### src/rtl/dsp_fe_word_align.sv
// Word aligner: finds the bit offset of a known training word inside a 2-word
// sliding window, holds lock, and streams the aligned word with 1-cycle latency.
module dsp_fe_word_align #(
    parameter int               Width        = 16,
    parameter logic [Width-1:0] TrainPattern = 16'hF0C5,
    parameter int               LockCount    = 8,
    parameter int               ErrLimit     = 4,
    parameter int               OffW         = $clog2(Width)
) (
    input  logic             i_clk,
    input  logic             i_rst,
    input  logic             i_en,
    input  logic             i_train,
    input  logic [Width-1:0] i_data,
    output logic [Width-1:0] o_data,
    output logic             o_valid,
    output logic             o_locked,
    output logic [OffW-1:0]  o_offset,
    output logic [15:0]      o_err_cnt
);

    localparam int MaxLE = (LockCount > ErrLimit) ? LockCount : ErrLimit;
    localparam int CntW  = $clog2(MaxLE + 1);

    typedef enum logic [1:0] {
        ST_IDLE,
        ST_SEARCH,
        ST_CHECK,
        ST_LOCKED
    } state_t;

    state_t            state_q, state_d;
    logic [Width-1:0]  prev_q;
    logic [Width-1:0]  data_q, data_d;
    logic              locked_q, locked_d;
    logic [OffW-1:0]   offset_q, offset_d;
    logic [15:0]       err_q, err_d;
    logic [CntW-1:0]   cnt_q, cnt_d;
    logic [CntW-1:0]   miss_q, miss_d;

    logic [2*Width-1:0] win;
    logic [Width-1:0]   slice [Width];
    logic [Width-1:0]   match;
    logic [OffW-1:0]    first_idx;
    logic [CntW-1:0]    cnt_inc;
    logic [CntW-1:0]    miss_inc;

    assign win = {i_data, prev_q};

    // Every candidate offset is compared against the training word in parallel.
    genvar gi;
    generate
        for (gi = 0; gi < Width; gi++) begin : g_slice
            assign slice[gi] = win[gi +: Width];
            assign match[gi] = (slice[gi] == TrainPattern);
        end
    endgenerate

    // Scan from the top down so the lowest matching offset wins.
    always_comb begin
        first_idx = '0;
        for (int k = Width - 1; k >= 0; k--) begin
            if (match[k]) begin
                first_idx = OffW'(k);
            end
        end
    end

    assign cnt_inc  = cnt_q + CntW'(1);
    assign miss_inc = miss_q + CntW'(1);

    always_comb begin
        state_d  = state_q;
        cnt_d    = cnt_q;
        miss_d   = miss_q;
        offset_d = offset_q;
        err_d    = err_q;

        if (!i_en) begin
            state_d = ST_IDLE;
            cnt_d   = '0;
        end else begin
            case (state_q)
                ST_IDLE: begin
                    state_d  = ST_SEARCH;
                    offset_d = '0;
                    err_d    = '0;
                    cnt_d    = '0;
                    miss_d   = '0;
                end
                ST_SEARCH: begin
                    if (|match) begin
                        offset_d = first_idx;
                        cnt_d    = CntW'(1);
                        if (LockCount == 1) begin
                            state_d = ST_LOCKED;
                            miss_d  = '0;
                        end else begin
                            state_d = ST_CHECK;
                        end
                    end
                end
                ST_CHECK: begin
                    if (match[offset_q]) begin
                        cnt_d = cnt_inc;
                        if (cnt_inc == CntW'(LockCount)) begin
                            state_d = ST_LOCKED;
                            miss_d  = '0;
                        end
                    end else begin
                        cnt_d   = '0;
                        state_d = ST_SEARCH;
                    end
                end
                ST_LOCKED: begin
                    // Data words are only judged while upstream claims to send training.
                    if (i_train) begin
                        if (match[offset_q]) begin
                            miss_d = '0;
                        end else begin
                            if (err_q != 16'hFFFF) begin
                                err_d = err_q + 16'd1;
                            end
                            if (miss_inc == CntW'(ErrLimit)) begin
                                state_d = ST_SEARCH;
                                miss_d  = '0;
                                cnt_d   = '0;
                            end else begin
                                miss_d = miss_inc;
                            end
                        end
                    end
                end
                default: begin
                    state_d = ST_IDLE;
                end
            endcase
        end

        data_d   = slice[offset_q];
        // Built from the next state so the flag drops in the very cycle after a loss.
        locked_d = (state_d == ST_LOCKED);
    end

    always_ff @(posedge i_clk or posedge i_rst) begin
        if (i_rst) begin
            state_q  <= ST_IDLE;
            prev_q   <= '0;
            data_q   <= '0;
            locked_q <= 1'b0;
            offset_q <= '0;
            err_q    <= '0;
            cnt_q    <= '0;
            miss_q   <= '0;
        end else begin
            state_q  <= state_d;
            prev_q   <= i_data;
            data_q   <= data_d;
            locked_q <= locked_d;
            offset_q <= offset_d;
            err_q    <= err_d;
            cnt_q    <= cnt_d;
            miss_q   <= miss_d;
        end
    end

    assign o_data    = data_q;
    assign o_locked  = locked_q;
    assign o_valid   = locked_q & ~i_train;
    assign o_offset  = offset_q;
    assign o_err_cnt = err_q;

endmodule

### config.mk
export PLATFORM = sky130hd
export DESIGN_NAME = dsp_fe_word_align
export DESIGN_NICKNAME = d
export VERILOG_FILES = /design/src/rtl/dsp_fe_word_align.sv
export SDC_FILE = /design/constraint.sdc
export NUM_CORES = 1
export LEC_CHECK = 0
export CAP_MARGIN = 20
export CORE_MARGIN = 4
export CORE_UTILIZATION = 52
export DETAILED_ROUTE_END_ITERATION = 10
export PLACE_DENSITY = 0.89
export SETUP_SLACK_MARGIN = 0.4
export SYNTH_ARGS = -nofsm -noshare
export SYNTH_HDL_FRONTEND = slang
export SYNTH_SLANG_ARGS = --single-unit
### constraint.sdc
create_clock -name i_clk -period 2.6 [get_ports i_clk]
set_input_delay 0.52 -clock i_clk [delete_from_list [all_inputs] [get_ports i_clk]]
set_output_delay 0.52 -clock i_clk [all_outputs]
set_load 0.005 [all_outputs]
==> run metrics <==
WP data arrival=3.23 ns; Setup crit end=o_locked; initial antenna violation count=0; synth cell count leaders=68 x nand2_1, 63 x dfrtp_1, 28 x nor2_1, 27 x a21oi_1, 26 x mux2i_1; worst setup path startpoint=prev_q[13]; skew final=0.01378 ns; Slowest cell on crit path=nor4_1; Internal=1.699 mW; GPL Wtd Cong=0.9464; setup slack after layout=-0.4125 ns; number of synthesized flops with an enable pin=0; CP max stage delay=0.85 ns; RSZ-0062 raised after global routing=true; top-count cell post-synth=nand2_1; synth top area cells=dfrtp_1 31%, mux2i_1 5.1%, nand2_1 5.0%; max_cap viols=0; residual DRC count=0; CTS Root Cell=clkbuf_8; period utilization=115.9%; flop2flop setup slack=-0.41 ns; syn_area_per_cell=9.048 sq um; r2r startpoint=prev_q[13]; critical path type=register to register; number of synthesized register bits=63; Synth Net Count=590; total congestion overflow=0; area share of the largest cell type after synthesis=31.06%; detailed-route wire length per cell=24.65 microns; Post-DRT Antenna Nets=0; IO Count=58; failing checks=negative setup slack; fraction of layout cells with a size suffix above 1=39.36%; run status=finished with violations; Worst-Margin Slew=1.012 ns; TritonCTS buffer count=9; Hold Crit Start=i_data[12]; crit path launch type=register; final setup fails=29; drt pass-1 iters=7; Sw Pwr=725.5 uW; Post-Layout Inst Area=0.007525 sq mm; sequential fraction of design power=43.1%; critical path endpoint category=register; post-synthesis sequential area ratio=31.06%; first-pass GRT wire length=30,990 microns; Cell Chain, Critical Path=buf_6, nor3b_2, nand4b_1, nor3_1, buf_4, buf_4, nor4_1, a21boi_2, o21ai_1, a31oi_1; ys flop type=dfrtp_1; CP Max Fanout=5; CTS tree=yes; layout net count=771; Port Buffers=57; library cells used by synthesis=91; CTS Hold Bufs=0; Placeable Area=0.009371 sq mm; Skew-Pair Late Insertion Delay=0.36 ns; PwrDens=322.3 mW/mm^2; Std-Cell Rows=35; via count=6,266; Antenna Cells=0; Sw Ratio=29.92%; cells after synthesis=561; Fmax=0.3320 GHz; endpoints failing hold=0; Syn. warnings=0; cell taking the most area after synthesis=dfrtp_1; clk sinks=63; CTS clk-pin slew, worst paths=0.08 ns; Starting Density=54.17%; ys async rst share=100.0%; placed cell areas=0.006376 sq mm; synthesized area=0.005076 sq mm; post-DP HPWL=11,660 microns; largest net degree at the start of global routing=64; Clock power frac=37.6%; number of global-route vias before repair=6,084; Slew HR=31.92%; Worst EP required=2.82 ns; CTS Buffer Depth=2; Die ar.=0.01141 sq mm; worst hold-check path type=primary input to register; Logic pwr share=19.4%; drt total wl=21,590 microns; Area Growth Syn to Fin=48.24%; Peak VDD IR=244.7 uV; Worst R2R End=o_locked; Worst path most repeated cell=buf_4; width of the chip=106.8 microns; GR Util All Layers=33.81%; setup_tns=-7.087 ns; post-DR vias/cell=7.153; Die Height=106.8 microns; initial DRC count=914; # H-tree levels=3; Reg2Reg Depth=10; leakage=3.200 nW; Slew Viols, Final=0; Period minus WS final=3.013 ns
repair_timing:
item                                    CTS  global route
gates resized for setup                  96            53
gates cloned                              4             1
setup buffers                            38             8
pin swaps                                47            27
endpoints found under the setup margin   33            34
stage by stage:
stage	hold slack [ns]	std cells	util (%)	worst slack, ns	power (mW)
after global placement	0.5307	809	68.04	-0.6241	1.427
after detailed placement	0.5540	809	68.04	-0.6648	1.440
final	0.5434	876	80.29	-0.4125	2.425
after global routing	0.5589	876	80.29	-0.5871	2.480
after floorplan	0.5077	561	-	0.1084	1.234
after CTS	0.5333	867	77.21	-0.01463	2.363
area by class of cell:
type | count | area [sq um]
flip-flops and latches | 63 | 1589
multi-input cells | 439 | 3671
clock buffers | 11 | 141.4
clock inverters | 5 | 58.81
well taps | 129 | 161.4
inverters | 22 | 82.58
fillers | 502 | 1847
repair buffers | 207 | 1821
worst min-delay path by stage:
stage	slack (ns)	endpoint	cells after the start
final	0.54	prev_q[12]	2
after global routing	0.56	prev_q[12]	2
after CTS	0.53	prev_q[12]	2
after detailed placement	0.55	o_err_cnt[0]	1
after global placement	0.53	cnt_q[2]	1
after floorplan	0.51	cnt_q[2]	1
worst max-delay path: cells and delay by family (launching register included):
kind / cells / cell delay, ns
and+or+nand+nor: 4 / 1.39
DFF: 1 / 0.46
buffers and inverters: 3 / 0.43
AOI/OAI and AO/OA: 3 / 0.59
flip-flops by register name (all words and copies together), names as in the netlist:
signal     count
o_data        16
o_err_cnt     16
prev_q        16
cnt_q          4
miss_q         4
o_offset       4
state_q        2
o_locked       1
cells by family after synthesis:
group,share of synthesized area (%)
multiplexers,11.41
AND/OR/NAND/NOR,30.96
XOR/XNOR,0.5177
AO/OA/AOI/OAI,17.70
flip-flops,31.06
buffers and inverters,6.138
adder cells (fa/ha/maj),2.218
power by group through the flow:
stage          clock network [mW]  registers [mW]  logic [mW]
4_1_cts                     0.904            1.04       0.420
3_5_place_dp                    0            1.06       0.381
6_report                    0.911            1.04       0.469
5_1_grt                     0.943            1.05       0.491
3_3_place_gp                    0            1.06       0.369
2_1_floorplan                   0            1.04       0.191
metal layers:
metal	wire length [microns]	track usage, %	vias to the layer above
met1	7543	41.33	2909
li1	-	-	2505
met3	2667	6.743	229
met2	9665	54.77	623
met4	1716	20.91	0
met5	0	0	-
placed cells by master (no fill, tap or decap), drive strengths merged, types with 8 or more instances in the layout:
master	synthesis	layout
and3	10	10
mux4	11	11
a211oi	8	8
ha	9	9
mux2i	26	26
nand2b	9	9
clkbuf	14	12
buf	25	149
nand3	12	12
a21oi	27	27
nand4	15	15
o21ai	26	26
dfrtp	63	63
nor4	13	13
a31oi	9	9
nand4b	9	9
nor2	28	28
or4	11	11
o31ai	8	8
nor2b	9	9
clkdlybuf4s50	0	41
nand2	68	68
nor3	17	17
inv	22	22
dlygate4sd2	0	13
No activity file was read; power rests on OpenSTA's default activity.
